--- config.mk ---
export PLATFORM = sky130hd
export DESIGN_NAME = pipe_hazard_ctrl
export DESIGN_NICKNAME = d
export VERILOG_FILES = /design/src/rtl/riscv_pipe_pkg.sv /design/src/rtl/pipe_hazard_ctrl_fwd_unit.sv /design/src/rtl/pipe_hazard_ctrl.sv
export SDC_FILE = /design/constraint.sdc
export NUM_CORES = 1
export LEC_CHECK = 0
export BUFFER_PORTS_ARGS = -buffer_cell sky130_fd_sc_hd__clkbuf_2
export CAP_MARGIN = 20
export CORE_ASPECT_RATIO = 0.7
export CORE_MARGIN = 8
export CORE_UTILIZATION = 47
export DETAILED_ROUTE_END_ITERATION = 7
export PLACE_DENSITY = 0.78
export SYNTH_ARGS = -nofsm -noshare
export SYNTH_HDL_FRONTEND = slang
export SYNTH_SLANG_ARGS = --single-unit
--- constraint.sdc ---
create_clock -name clk -period 3.05 [get_ports clk]
set_input_delay 0.1525 -clock clk [delete_from_list [all_inputs] [get_ports clk]]
set_output_delay 0.1525 -clock clk [all_outputs]
set_load 0.03 [all_outputs]
--- src/rtl/riscv_pipe_pkg.sv ---
// Shared types and control-word bit positions for the five-stage RV32I pipeline.
package riscv_pipe_pkg;

  typedef enum logic [1:0] {
    FWD_RF  = 2'b00,
    FWD_MEM = 2'b10,
    FWD_WB  = 2'b01
  } fwd_sel_e;

  typedef enum logic {
    ST_RUN      = 1'b0,
    ST_MEM_WAIT = 1'b1
  } memctl_state_e;

  localparam int CRT_WB_REGWRITE = 0;
  localparam int CRT_WB_MEM2REG  = 1;

endpackage

--- src/rtl/pipe_hazard_ctrl_fwd_unit.sv ---
// EX-stage forwarding select for a single source operand; the younger EX/MEM
// producer wins over MEM/WB, and x0 is never forwarded.
module fwd_unit
  import riscv_pipe_pkg::*;
(
  input  logic [4:0] rs,
  input  logic [4:0] exmem_rd,
  input  logic       exmem_reg_write,
  input  logic [4:0] memwb_rd,
  input  logic       memwb_reg_write,
  output fwd_sel_e   sel
);

  always_comb begin
    sel = FWD_RF;
    if (exmem_reg_write && (exmem_rd != 5'd0) && (exmem_rd == rs)) begin
      sel = FWD_MEM;
    end else if (memwb_reg_write && (memwb_rd != 5'd0) && (memwb_rd == rs)) begin
      sel = FWD_WB;
    end
  end

endmodule

--- src/rtl/pipe_hazard_ctrl.sv ---
// Hazard and sequencing controller: forwarding, load-use stall, branch flush,
// and a memory-wait freeze with timeout.
module pipe_hazard_ctrl
  import riscv_pipe_pkg::*;
#(
  parameter int unsigned MEM_TIMEOUT = 255
) (
  input  logic        clk,
  input  logic        rst,
  input  logic [4:0]  id_rs1,
  input  logic [4:0]  id_rs2,
  input  logic        id_use_rs1,
  input  logic        id_use_rs2,
  input  logic [4:0]  idex_rs1,
  input  logic [4:0]  idex_rs2,
  input  logic [4:0]  idex_rd,
  input  logic        idex_mem_read,
  input  logic [4:0]  exmem_rd,
  input  logic [1:0]  exmem_crt_wb,
  input  logic        exmem_mem_req,
  input  logic [4:0]  memwb_rd,
  input  logic [1:0]  memwb_crt_wb,
  input  logic        branch_taken,
  input  logic        dmem_ready,
  output logic [1:0]  fwd_a,
  output logic [1:0]  fwd_b,
  output logic        pc_stall,
  output logic        ifid_stall,
  output logic        idex_bubble,
  output logic        ifid_flush,
  output logic        idex_flush,
  output logic        freeze,
  output logic        mem_err,
  output logic [31:0] stall_cnt
);

  memctl_state_e state_q, state_d;
  logic [15:0]   tmo_cnt_q, tmo_cnt_d;
  logic          mem_err_q;
  logic [31:0]   stall_cnt_q;
  logic          wait_freeze;
  logic          err_set;
  logic          tmo_hit;
  logic          load_use;
  fwd_sel_e      sel_a, sel_b;
  logic          unused_mem2reg;

  assign unused_mem2reg = exmem_crt_wb[CRT_WB_MEM2REG] ^ memwb_crt_wb[CRT_WB_MEM2REG];

  fwd_unit u_fwd_a (
    .rs              (idex_rs1),
    .exmem_rd        (exmem_rd),
    .exmem_reg_write (exmem_crt_wb[CRT_WB_REGWRITE]),
    .memwb_rd        (memwb_rd),
    .memwb_reg_write (memwb_crt_wb[CRT_WB_REGWRITE]),
    .sel             (sel_a)
  );

  fwd_unit u_fwd_b (
    .rs              (idex_rs2),
    .exmem_rd        (exmem_rd),
    .exmem_reg_write (exmem_crt_wb[CRT_WB_REGWRITE]),
    .memwb_rd        (memwb_rd),
    .memwb_reg_write (memwb_crt_wb[CRT_WB_REGWRITE]),
    .sel             (sel_b)
  );

  // The wait cycle in which the counter would reach MEM_TIMEOUT is the abort cycle.
  assign tmo_hit = ({1'b0, tmo_cnt_q} + 17'd1) >= 17'(MEM_TIMEOUT);

  always_comb begin
    state_d     = state_q;
    tmo_cnt_d   = tmo_cnt_q;
    wait_freeze = 1'b0;
    err_set     = 1'b0;
    case (state_q)
      ST_RUN: begin
        if (exmem_mem_req && !dmem_ready) begin
          wait_freeze = 1'b1;
          state_d     = ST_MEM_WAIT;
          tmo_cnt_d   = '0;
        end
      end
      ST_MEM_WAIT: begin
        if (dmem_ready) begin
          state_d = ST_RUN;
        end else if (tmo_hit) begin
          err_set = 1'b1;
          state_d = ST_RUN;
        end else begin
          wait_freeze = 1'b1;
          tmo_cnt_d   = tmo_cnt_q + 16'd1;
        end
      end
      default: state_d = ST_RUN;
    endcase
  end

  assign load_use = idex_mem_read && (idex_rd != 5'd0) &&
                    ((id_use_rs1 && (id_rs1 == idex_rd)) ||
                     (id_use_rs2 && (id_rs2 == idex_rd)));

  always_comb begin
    freeze      = 1'b0;
    pc_stall    = 1'b0;
    ifid_stall  = 1'b0;
    idex_bubble = 1'b0;
    ifid_flush  = 1'b0;
    idex_flush  = 1'b0;
    if (!rst) begin
      if (wait_freeze) begin
        freeze     = 1'b1;
        pc_stall   = 1'b1;
        ifid_stall = 1'b1;
      end else if (branch_taken) begin
        ifid_flush = 1'b1;
        idex_flush = 1'b1;
      end else if (load_use) begin
        pc_stall    = 1'b1;
        ifid_stall  = 1'b1;
        idex_bubble = 1'b1;
      end
    end
  end

  assign fwd_a     = rst ? 2'b00 : sel_a;
  assign fwd_b     = rst ? 2'b00 : sel_b;
  assign mem_err   = mem_err_q && !rst;
  assign stall_cnt = rst ? 32'd0 : stall_cnt_q;

  always_ff @(posedge clk) begin
    if (rst) begin
      state_q     <= ST_RUN;
      tmo_cnt_q   <= '0;
      mem_err_q   <= 1'b0;
      stall_cnt_q <= '0;
    end else begin
      state_q   <= state_d;
      tmo_cnt_q <= tmo_cnt_d;
      if (err_set) begin
        mem_err_q <= 1'b1;
      end
      if (pc_stall && (stall_cnt_q != 32'hFFFF_FFFF)) begin
        stall_cnt_q <= stall_cnt_q + 32'd1;
      end
    end
  end

endmodule

# --- Word-level counts from Yosys, hierarchy flattened ---
# Cells that the tools add are included.
op_classes:
  n_eq_ne: 10
  n_mux: 29
  bitwise: 1
  n_reduce_logical: 20
  order_cmp: 1
  add_sub_neg: 3
op_table:
  columns: ["cell", "n"]
  rows:
  - ["two-way mux 16 bit", 3]
  - ["adder 32 x 1 -> 32 bit (second input constant)", 1]
  - ["two-way mux 32 bit", 1]
  - ["!= test 32 bit (second input constant)", 1]
  - ["one-hot mux 16 bit (2 select lines)", 1]
  - ["== test 5 bit", 6]
  - ["two-way mux 1 bit", 19]
  - ["adder 16 x 1 -> 17 bit (second input constant)", 1]
  - ["greater-or-equal comparator 17 x 8 -> 1 bit (second input constant)", 1]
  - ["adder 16 x 1 -> 16 bit (second input constant)", 1]
  - ["nonzero test 5 bit", 3]
  - ["logical AND 1 bit", 13]
  - ["two-way mux 2 bit", 4]
  - ["!= test 2 bit (second input constant)", 3]
  - ["AND reduction 3 bit", 1]
  - ["zero test 1 bit", 2]
  - ["one-hot mux 1 bit (2 select lines)", 1]
  - ["logical OR 1 bit", 1]
  - ["NOT 1 bit", 1]
word_totals:
  reg_bits: 50
  wordCells: 68
  input_bits: 47
  output_inout_bits: 43

# --- Logic depth before layout (Yosys ltp) ---
# Gate-level depths: netlist (run 1).
logic_depth:
  ltp_word: 9
  depth_mapped: 11
  ltp_nobuf: 10

# --- Cells and area by module ---
# A second synthesis (run 1) with hierarchy kept.
unflattened:
  hier_cells: 445
  area_unflattened_um2: 3482.1
modules_own_cells:
  columns: ["mod", "cells_each", "n_inst", "area_per_inst_um2"]
  rows:
  - ["pipe_hazard_ctrl", 405, 1, 3179.3]
  - ["fwd_unit", 20, 2, 151.4]

# --- Worst setup path before layout (run 1) ---
# OpenSTA, ideal clock, no wires.
synth_timing:
  kind: "register -> output"
  start: "register tmo_cnt_q[0]"
  end: "output pc_stall"
  n_path_buf: 2
  stages_incl_launch_ff: 11
  path_slack_ns: -0.457
  t_arrival_ns: 3.354
  path_cell_list: "dfxtp_1 > ha_1 > nand3_1 > nor3_1 > mux2i_1 > nand4_2 > nor3_1 > nor2_1 > clkbuf_1 > o21ai_0 > buf_4"
synth_between:
  elab_chain_len: 7
synth_rtl:
  columns: ["item", "line", "rtl"]
  rows:
  - ["start: declaration", "pipe_hazard_ctrl.sv:38", "logic [15:0] tmo_cnt_q, tmo_cnt_d;"]
  - ["start signal: assignment", "pipe_hazard_ctrl.sv:139", "tmo_cnt_q <= tmo_cnt_d;"]
  - ["adder 16 x 1 -> 17 bit", "pipe_hazard_ctrl.sv:69", "assign tmo_hit = ({1'b0, tmo_cnt_q} + 17'd1) >= 17'(MEM_TIMEOUT);"]
  - ["greater-or-equal comparator 17 x 8 -> 1 bit", "pipe_hazard_ctrl.sv:69", null]
  - ["two-way mux 1 bit", "pipe_hazard_ctrl.sv:87", "end else if (tmo_hit) begin"]
  - ["two-way mux 1 bit", "pipe_hazard_ctrl.sv:85", "if (dmem_ready) begin"]
  - ["one-hot mux 1 bit (2 select lines)", "pipe_hazard_ctrl.sv:76", "case (state_q)"]
  - ["two-way mux 1 bit (2 in series)", null, null]
  - ["end: declaration", "pipe_hazard_ctrl.sv:27", "output logic pc_stall,"]
# No other way between the ends.

# --- Final worst setup path (run 1) ---
layout_timing:
  start: "register tmo_cnt_q[0]"
  end: "register stall_cnt_q[14]"
layout_between:
  elab_chain_len: 8
layout_rtl:
  columns: ["item", "line", "rtl"]
  rows:
  - ["adder 16 x 1 -> 17 bit", "pipe_hazard_ctrl.sv:69", null]
  - ["greater-or-equal comparator 17 x 8 -> 1 bit", "pipe_hazard_ctrl.sv:69", null]
  - ["two-way mux 1 bit", "pipe_hazard_ctrl.sv:87", null]
  - ["two-way mux 1 bit", "pipe_hazard_ctrl.sv:85", null]
  - ["one-hot mux 1 bit (2 select lines)", "pipe_hazard_ctrl.sv:76", null]
  - ["two-way mux 1 bit", "pipe_hazard_ctrl.sv:111", "if (wait_freeze) begin"]
  - ["two-way mux 1 bit", "pipe_hazard_ctrl.sv:110", "if (!rst) begin"]
  - ["logical AND 1 bit", "pipe_hazard_ctrl.sv:143", "if (pc_stall && (stall_cnt_q != 32'hFFFF_FFFF)) begin"]
  - ["end signal: assignment", "pipe_hazard_ctrl.sv:144", "stall_cnt_q <= stall_cnt_q + 32'd1;"]
  - ["end: declaration", "pipe_hazard_ctrl.sv:40", "logic [31:0] stall_cnt_q;"]
# No other way between the ends.
# A chain may end at the register's enable or synchronous reset.

==> results of run 1 <==
state kept, by name, indices dropped and copies added (netlist names):
register	cells
stall_cnt_q	32
tmo_cnt_q	16
mem_err_q	1
state_q	1
critical path: cells and delay by family, from the launching register on:
kind,cells,cell delay [ps]
AO/OA/AOI/OAI,1,380
XOR/XNOR,1,170
buffers and inverters,1,140
flip-flops,1,350
multiplexers,1,330
AND/OR/NAND/NOR,5,1350
power breakdown:
part	leakage (nW)	internal (mW)	switching, mW
combinational	1.12	0.0702	0.0943
sequential	0.403	0.655	0.00431
clock	0.0438	0.155	0.221
total	1.57	0.880	0.319
kinds of logic after synthesis:
logic type,share of synthesized area
flops,0.316
compound gates,0.0821
xor+xnor,0.119
simple gates,0.363
mux,0.0731
fa+ha+maj,0.0118
buf+inv,0.0355
synth_stat cells, types with 2 or more instances:
library cell	n
nor3_1	17
mux2i_1	4
and4_1	4
or3_1	9
nand4_1	12
ha_1	3
nor3b_1	2
nand2b_1	2
nor4_2	2
buf_4	2
or4_1	7
dfxtp_1	50
and3_1	6
a21oi_1	9
o2111ai_1	4
a31oi_1	4
xor2_1	22
nor2_1	44
inv_1	8
and2_1	9
nor4_1	9
nand3b_1	2
mux2_1	2
nand3_2	2
nand2_1	25
o211ai_1	5
buf_2	2
mux2_2	15
nand3_1	15
xnor2_1	21
clkbuf_1	13
o21ai_0	15
nor2b_1	33
metal layers:
| layer | share of wire | up-vias | wire [um] |
|---|---|---|---|
| met5 | 0 | - | 0 |
| met4 | 0.010 | 0 | 86 |
| met3 | 0.069 | 11 | 572 |
| met2 | 0.46 | 98 | 3830 |
| met1 | 0.46 | 1442 | 3780 |
| li1 | - | 1558 | - |
repair_timing:
| action | CTS | global route |
|---|---|---|
| gates resized for setup | 0 | 10 |
| hold endpoints to repair | 0 | 0 |
| buffers inserted | 0 | 0 |
| endpoints found under the setup margin | 0 | 24 |
final timing paths:
| path | cells past startpoint | end | slack [ps] | startpoint |
|---|---|---|---|---|
| worst max-delay path | 9 | stall_cnt_q[14] | 200 | tmo_cnt_q[0] |
| worst min register to register | 2 | mem_err_q | 480 | mem_err_q |
| worst max register to register | 9 | stall_cnt_q[14] | 200 | tmo_cnt_q[0] |
| worst min-delay path | 6 | mem_err_q | 350 | dmem_ready |
layout by cell type (no fill, tap or decap), types with 9 or more instances in the layout:
| cell | count |
|---|---|
| clkbuf_2 | 87 |
| dfxtp_1 | 49 |
| nor2_1 | 43 |
| nor2b_1 | 33 |
| nand2_1 | 25 |
| xor2_1 | 22 |
| xnor2_1 | 21 |
| mux2_2 | 15 |
| o21ai_0 | 14 |
| nand3_1 | 14 |
| nor3_1 | 14 |
| buf_4 | 13 |
| nand4_1 | 12 |
| or3_1 | 9 |
| and2_1 | 9 |
| a21oi_1 | 9 |
cell type report:
cell class,count,share of cell area
clock buffers,5,0.0178
clock inverters,2,0.00258
inverters,8,0.00775
multi-input cells,316,0.545
flip-flops and latches,50,0.259
repair buffers,100,0.138
well taps,94,0.0304
==> results.py, run 1 <==
metrics = {
    "outcome": {
        "status": "finished, final reports clean",
    },
    "min_path": {
        "hp-class": "input pin to flop",
    },
    "sta": {
        "worst_pin_slew_ps": 529,
        "skew_ps": 13.6,
        "finalMaxSlewViolations": 0,
        "fin_ws_ps": 198,
        "period_needed_ps": 2850,
        "hold_viol": 0,
        "period_share": 0.935,
        "maxSlewHeadroom": 0.646,
        "holdWs_ps": 355,
        "fin_setup_tns_ps": 0,
        "max_freq_mhz": 351,
        "setup_viol": 0,
    },
    "placement": {
        "dp_hpwl_um": 6450,
        "place_ws_ps": 60.8,
        "placed_area_um2": 3740,
        "io_buffers": 87,
        "place_inst": 568,
        "gp_congestion": 0.905,
    },
    "die": {
        "core_um2": 6630,
        "rows": 25,
        "die_x_um": 114,
        "start_util": 0.478,
        "die_y_um": 84.7,
        "die_area_um2": 9670,
        "pin_count": 90,
    },
    "finish": {
        "fin_nets": 531,
        "n_fill_cell": 606,
        "fin_util": 0.584,
        "multi_input_area_um2": 2110,
        "antenna_cells": 0,
        "final_cells": 575,
        "register_area_um2": 1000,
        "drive_above_1_share": 0.289,
        "syn_to_final_growth_pct": 22.2,
        "final_area_um2": 3870,
    },
    "clock_network": {
        "cts_made_buffers": 5,
        "h-tree-depth": 2,
        "clk_latency_ps": 310,
        "root_buffer": "clkbuf_8",
        "ctsHoldBuffers": 0,
        "cts_tree": "yes",
        "cts_buffer_depth": 2,
        "numClockSinks": 50,
        "cts.clk_slew.worst_paths_ps": 100,
    },
    "grt": {
        "grt_pass1_vias": 3045,
        "antenna_found_initial": 0,
        "grtUsageMet2": 0.290,
        "grt_busiest_layer": "met2",
        "grt.total_usage": 0.171,
        "grt_max_degree": 52,
        "met3_usage": 0.0494,
        "grt.met1_usage": 0.208,
        "grt_pass1_wl_um": 13900,
        "grt-ovfl-total": 0,
    },
    "synth": {
        "synth_seq_area_share": 0.316,
        "synth_top_area_frac": 0.316,
        "syn-instance-count": 393,
        "ys.flop_type": "dfxtp_1",
        "netlist_area_um2": 3170,
        "ys_warn_count": 0,
        "synthTopCellsByArea": "dfxtp_1, nor2b_1, xor2_1",
        "yosys.area.top_type": "dfxtp_1",
        "ys_ff_latch": 50,
        "synth_cell_types": 47,
        "synth_edf_count": 0,
        "syn_nets": 443,
        "synth.avg_cell_area_um2": 8.06,
        "async_reset_ff_frac": 0,
    },
    "drt": {
        "drc": 0,
        "drt_wl_total_um": 8270,
        "via_count": 3109,
        "routedWlPerCell_um": 14.4,
        "drt_iter0_markers": 171,
        "viasPerCell": 5.41,
        "firstDrtPassIters": 4,
        "ant_nets": 0,
    },
    "pwr": {
        "finalPower_mw": 1.20,
        "power.density_nw_per_um2": 310,
        "leakage_nw": 1.57,
        "ir_worst_vdd_mv": 0.187,
    },
    "critical_path": {
        "start_kind": "flop",
        "crit_path_end_kind": "flop",
        "slowest_delay_ps": 500,
        "critical_path_class": "flop to flop",
        "crit_arrival_ps": 3030,
        "worstPathCellList": "buf_4, nand3_2, xnor2_1, o41ai_1, nand4_2, nor4b_4, nor2_2, or4_1, mux2_1",
        "required_ps": 3230,
        "path_max_fanout": 8,
        "cp_slowest_cell": "or4_1",
    },
    "run": {
        "cap_violations": 0,
    },
}
No activity file was read; power rests on OpenSTA's default activity.
==> run 2: changes to the inputs <==
--- a/config.mk
+++ b/config.mk
@@ -12,6 +12,7 @@
 export CORE_UTILIZATION = 47
 export DETAILED_ROUTE_END_ITERATION = 7
 export PLACE_DENSITY = 0.78
+export REMOVE_ABC_BUFFERS = 1
 export SYNTH_ARGS = -nofsm -noshare
 export SYNTH_HDL_FRONTEND = slang
 export SYNTH_SLANG_ARGS = --single-unit
==> run 2 against run 1 <==
  * Wire length decreased by 0.39%
  * Sequential cell count unchanged
  * Global-route usage decreased by 0.18 points
  * Hold slack about the same
  * Die area unchanged
  * Via count increased by 0.45%
  * Clock skew decreased by 7.0 ps
  * Register-to-register slack improved by 50 ps
  * Design area increased by 1.7%
  * Power increased by 7.0%
  * Setup slack got worse by 5.7 ps
  * Critical path depth increased by 4
  * Critical path type is now flop to output port
  * Critical endpoint is now idex_flush
==> results.py, run 2 (synthesized netlist as in run 1, its figures left out) <==
metrics = {
    "pwr": {
        "power_frac_clock": 0.357,
        "seqPwrFrac": 0.514,
        "p_sw_frac": 0.242,
        "ir_worst_vdd_mv": 0.189,
        "finalPower_mw": 1.28,
        "switchingPower_uw": 310,
        "power.density_nw_per_um2": 326,
        "leakage_nw": 1.58,
        "power.internal_uw": 973,
        "p_comb_frac": 0.129,
    },
    "grt": {
        "grt_pass1_vias": 3043,
        "grt.total_usage": 0.169,
        "grt_max_degree": 82,
        "antenna_found_initial": 0,
        "grt_pass1_wl_um": 13800,
        "grt-ovfl-total": 0,
    },
    "sta": {
        "maxSlewHeadroom": 0.588,
        "hold_viol": 0,
        "fin_ws_ps": 192,
        "setup_viol": 0,
        "skew_ps": 6.63,
        "fin_setup_tns_ps": 0,
        "finalMaxSlewViolations": 0,
        "period_needed_ps": 2860,
        "worst_pin_slew_ps": 616,
        "period_share": 0.937,
        "max_freq_mhz": 350,
    },
    "finish": {
        "fin_nets": 534,
        "syn_to_final_growth_pct": 24.3,
        "antenna_cells": 0,
        "largest_register_ff_count": 32,
        "final_cell_mix": "clkbuf_2, dfxtp_1, nor2_1",
        "top_regs": "stall_cnt_q (32), tmo_cnt_q (16)",
        "final_common_cell": "clkbuf_2",
        "top_register": "stall_cnt_q",
        "drive_above_1_share": 0.293,
        "fin_util": 0.594,
        "final_area_um2": 3940,
    },
    "die": {
        "pin_count": 90,
        "die_area_um2": 9670,
        "start_util": 0.478,
        "rows": 25,
        "die_y_um": 84.7,
        "core_um2": 6630,
        "die_x_um": 114,
    },
    "clock_network": {
        "clk_latency_ps": 300,
        "cts_buffer_depth": 2,
        "h-tree-depth": 2,
        "cts.clk_slew.worst_paths_ps": 80,
        "cts_made_buffers": 5,
        "ctsHoldBuffers": 0,
        "cts_tree": "yes",
        "numClockSinks": 50,
        "root_buffer": "clkbuf_8",
    },
    "critical_path": {
        "required_ps": 2900,
        "path_max_fanout": 8,
        "critical_path_class": "flop to output port",
        "crit_path_end_kind": "output port",
        "regToRegSetupSlack_ps": 250,
        "crit_arrival_ps": 2710,
        "start_kind": "flop",
    },
    "min_path": {
        "hp-class": "input pin to flop",
    },
    "drt": {
        "via_count": 3123,
        "drt_wl_total_um": 8240,
        "ant_nets": 0,
        "viasPerCell": 5.39,
        "drt_iter0_markers": 196,
        "drc": 0,
        "routedWlPerCell_um": 14.2,
        "firstDrtPassIters": 4,
    },
    "placement": {
        "io_buffers": 87,
        "gp_congestion": 0.884,
        "dp_hpwl_um": 6360,
        "placed_area_um2": 3760,
        "place_ws_ps": 71.3,
    },
    "outcome": {
        "status": "finished, final reports clean",
    },
    "run": {
        "cap_violations": 0,
    },
}
==> run 2: changes by cell type in the layout (fill, tap and decap cells not counted), moves of 2 or more <==
cell | before | now
buf_4 | 13 | 15
clkbuf_1 | 0 | 2
clkbuf_2 | 87 | 85
clkbuf_4 | 0 | 2
clkinv_2 | 2 | 0
nor4_2 | 1 | 3
==> run 2: critical path: stages (launching register included) <==
cell      delay, ps
dfxtp_1         350
buf_4           140
inv_1            50
ha_1            300
nor2_1           80
o21ai_0          80
or3_1           390
nand4_2         160
nor3_2           60
buf_4           160
nor3_1          130
buf_4           180
and2_1          140
clkbuf_4        190
==> run 2: worst paths after layout <==
| kind | start | to | cells past startpoint |
|---|---|---|---|
| setup reg to reg | tmo_cnt_q[1] | stall_cnt_q[11] | 11 |
| hold reg to reg | mem_err_q | mem_err_q | 2 |
| hold / removal | dmem_ready | mem_err_q | 6 |
| setup / recovery | tmo_cnt_q[0] | idex_flush | 13 |
==> run 2: power groups by stage <==
| stage | logic, mW | registers [mW] | clock network [mW] |
|---|---|---|---|
| final | 0.166 | 0.659 | 0.458 |
| after global routing | 0.183 | 0.660 | 0.501 |
| after CTS | 0.167 | 0.659 | 0.474 |
| after detailed placement | 0.166 | 0.675 | 0 |
| after global placement | 0.161 | 0.674 | 0 |
| after floorplan | 0.0759 | 0.674 | 0 |
==> run 2: metal layers <==
| metal | GRT usage | up-vias | share of wire |
|---|---|---|---|
| met5 | 0 | - | 0 |
| met4 | 0.0469 | 0 | 0.0085 |
| met3 | 0.0530 | 8 | 0.078 |
| met2 | 0.260 | 105 | 0.44 |
| met1 | 0.222 | 1440 | 0.48 |
| li1 | - | 1570 | - |
==> run 2: final cells by class <==
type / instances / area (um2)
multi-input cells: 316 / 2110
flip-flops and latches: 50 / 1000
well taps: 94 / 118
repair buffers: 103 / 573
clock buffers: 7 / 76.3
inverters: 8 / 30.0
fillers: 593 / 2690
clock inverters: 1 / 30.0
==> run 2: stage by stage <==
| stage | instances | hold slack (ps) |
|---|---|---|
| after floorplan | 374 | 222 |
| after global placement | 569 | 446 |
| after detailed placement | 569 | 457 |
| after CTS | 577 | 324 |
| after global routing | 579 | 363 |
| final | 579 | 354 |
==> run 2: repair_timing <==
| action | 4_1_cts | 5_1_grt |
|---|---|---|
| buffers inserted | 0 | 2 |
| pin swaps | 0 | 3 |
| setup endpoints to repair | 2 | 25 |
| resized for setup | 2 | 13 |
==> run 3: changes to the inputs <==
--- a/config.mk
+++ b/config.mk
@@ -7,11 +7,14 @@
 export LEC_CHECK = 0
 export BUFFER_PORTS_ARGS = -buffer_cell sky130_fd_sc_hd__clkbuf_2
 export CAP_MARGIN = 20
+export CELL_PAD_IN_SITES_DETAIL_PLACEMENT = 0
+export CELL_PAD_IN_SITES_GLOBAL_PLACEMENT = 1
 export CORE_ASPECT_RATIO = 0.7
 export CORE_MARGIN = 8
-export CORE_UTILIZATION = 47
+export CORE_UTILIZATION = 35
+export CTS_BUF_LIST = sky130_fd_sc_hd__clkbuf_8
 export DETAILED_ROUTE_END_ITERATION = 7
-export PLACE_DENSITY = 0.78
+export PLACE_DENSITY = 0.8
 export REMOVE_ABC_BUFFERS = 1
 export SYNTH_ARGS = -nofsm -noshare
 export SYNTH_HDL_FRONTEND = slang
==> run 3 against run 2 <==
  * Wire length rose by 1.8%
  * Clock skew rose by 1.6 ps
  * First-iteration DRC count fell by 1.0%
  * Final cell count rose by 5.2%
  * Clock power fell by 13%
  * Design area fell by 0.29%
  * Largest cell class unchanged
==> results.py, run 3 (synthesized netlist as in run 1, its figures left out) <==
metrics = {
    "die": {
        "start_util": 0.355,
        "die_y_um": 95.6,
        "core_um2": 8930,
        "die_x_um": 130,
        "pin_count": 90,
        "rows": 29,
        "die_area_um2": 12400,
    },
    "critical_path": {
        "path_delay_family": "simple AND/OR/NAND/NOR gates",
        "crit_arrival_ps": 3040,
        "cp_slowest_cell": "or4_1",
        "path_max_fanout": 11,
        "crit_path_end_kind": "flop",
        "slowest_delay_ps": 500,
        "r2r_end": "stall_cnt_q[14]",
        "regToRegSetupSlack_ps": 210,
        "cp.buffers_inverters": 2,
        "start_kind": "flop",
        "r2r_start": "tmo_cnt_q[0]",
        "required_ps": 3240,
        "rr_worst_depth": 11,
        "worstPathCellList": "buf_4, inv_1, ha_1, nor2_1, o21ai_0, or3_1, nand4_2, nor4b_4, nor2_2, or4_1, mux2_1",
        "critical_path_class": "flop to flop",
    },
    "sta": {
        "period_needed_ps": 2840,
        "fin_ws_ps": 208,
        "period_share": 0.932,
        "worst_pin_slew_ps": 617,
        "max_freq_mhz": 352,
        "skew_ps": 8.24,
        "setup_viol": 0,
        "rsz0062_at_grt": "yes",
        "hold_viol": 0,
        "finalMaxSlewViolations": 0,
        "maxSlewHeadroom": 0.587,
    },
    "clock_network": {
        "h-tree-depth": 2,
        "cts_tree": "yes",
        "clk_latency_ps": 300,
        "cts.clk_slew.worst_paths_ps": 100,
        "postCtsSetupBuffers": 0,
        "cts_buffer_depth": 2,
        "root_buffer": "clkbuf_8",
        "cts_made_buffers": 5,
        "numClockSinks": 50,
    },
    "grt": {
        "grt_max_degree": 40,
        "grt-ovfl-total": 0,
        "grt_pass1_vias": 3094,
        "antenna_found_initial": 0,
        "grt_pass1_wl_um": 14200,
        "grt.total_usage": 0.139,
    },
    "min_path": {
        "hold_start": "rst",
        "hp-class": "input pin to flop",
        "hold_path_end": "tmo_cnt_q[10]",
        "whs_path_depth": 2,
    },
    "placement": {
        "place_inst": 601,
        "place_ws_ps": 126,
        "placed_area_um2": 3800,
        "gp_congestion": 0.821,
        "dp_hpwl_um": 6530,
        "io_buffers": 87,
    },
    "pwr": {
        "leakage_nw": 1.56,
        "ir_worst_vdd_mv": 0.177,
        "power.density_nw_per_um2": 311,
        "finalPower_mw": 1.22,
    },
    "finish": {
        "n_fill_cell": 898,
        "final_cell_mix": "clkbuf_2, dfxtp_1, nor2_1",
        "drive_above_1_share": 0.289,
        "syn_to_final_growth_pct": 23.9,
        "register_area_um2": 1000,
        "fin_util": 0.440,
        "final_area_um2": 3930,
        "final_cells": 609,
        "largest_register_ff_count": 32,
        "multi_input_area_um2": 2090,
        "top_register": "stall_cnt_q",
        "final_common_cell": "clkbuf_2",
        "antenna_cells": 0,
        "top_regs": "stall_cnt_q (32), tmo_cnt_q (16)",
        "fin_nets": 534,
    },
    "drt": {
        "viasPerCell": 4.97,
        "firstDrtPassIters": 4,
        "routedWlPerCell_um": 13.8,
        "drc": 0,
        "ant_nets": 0,
        "drt_wl_total_um": 8390,
        "via_count": 3029,
        "drt_iter0_markers": 194,
    },
    "run": {
        "cap_violations": 0,
    },
    "outcome": {
        "status": "finished, final reports clean",
    },
}
[run 3: what timing repair did]
item                                   CTS  global route
hold buffers                             0             0
endpoints found under the hold margin    0             0
setup endpoints to repair                3            22
gates resized for setup                  1             7
pin swaps                                0             0
cloned                                   0             0
[run 3: worst max-delay path by stage]
stage,startpoint,endpoint,slack (ps),cells past startpoint
floorplan,tmo_cnt_q[0],ifid_stall,-710,8
global placement,tmo_cnt_q[0],stall_cnt_q[14],210,9
detailed placement,tmo_cnt_q[0],stall_cnt_q[15],130,10
CTS,tmo_cnt_q[0],stall_cnt_q[15],100,10
global route,tmo_cnt_q[0],ifid_stall,-0.3,9
finish,tmo_cnt_q[0],stall_cnt_q[14],210,11
[run 3: power breakdown]
group	internal (mW)	switching (mW)
registers	0.655	0.00433
logic	0.0699	0.0930
clock network	0.180	0.218
[run 3: layer usage]
layer | part of all wire | vias up | global-route usage
met2 | 0.43 | 62 | 0.222
met5 | 0 | - | 0
li1 | - | 1568 | -
met4 | 0.0089 | 0 | 0.0298
met3 | 0.057 | 4 | 0.0391
met1 | 0.50 | 1395 | 0.182
[run 3: cell type report]
class / count / area share
multi-input combinational: 316 / 0.532
clock inverter: 2 / 0.00223
clock buffer: 6 / 0.0210
sequential: 50 / 0.255
timing repair buffer: 103 / 0.142
tap: 124 / 0.0395
inverter: 8 / 0.00765
[run 3: metrics by stage]
stage	TNS (ps)	hold slack, ps
after floorplan	-1540	222
after global placement	0	436
after detailed placement	0	442
after CTS	0	124
after global routing	-0.266	129
final	0	123
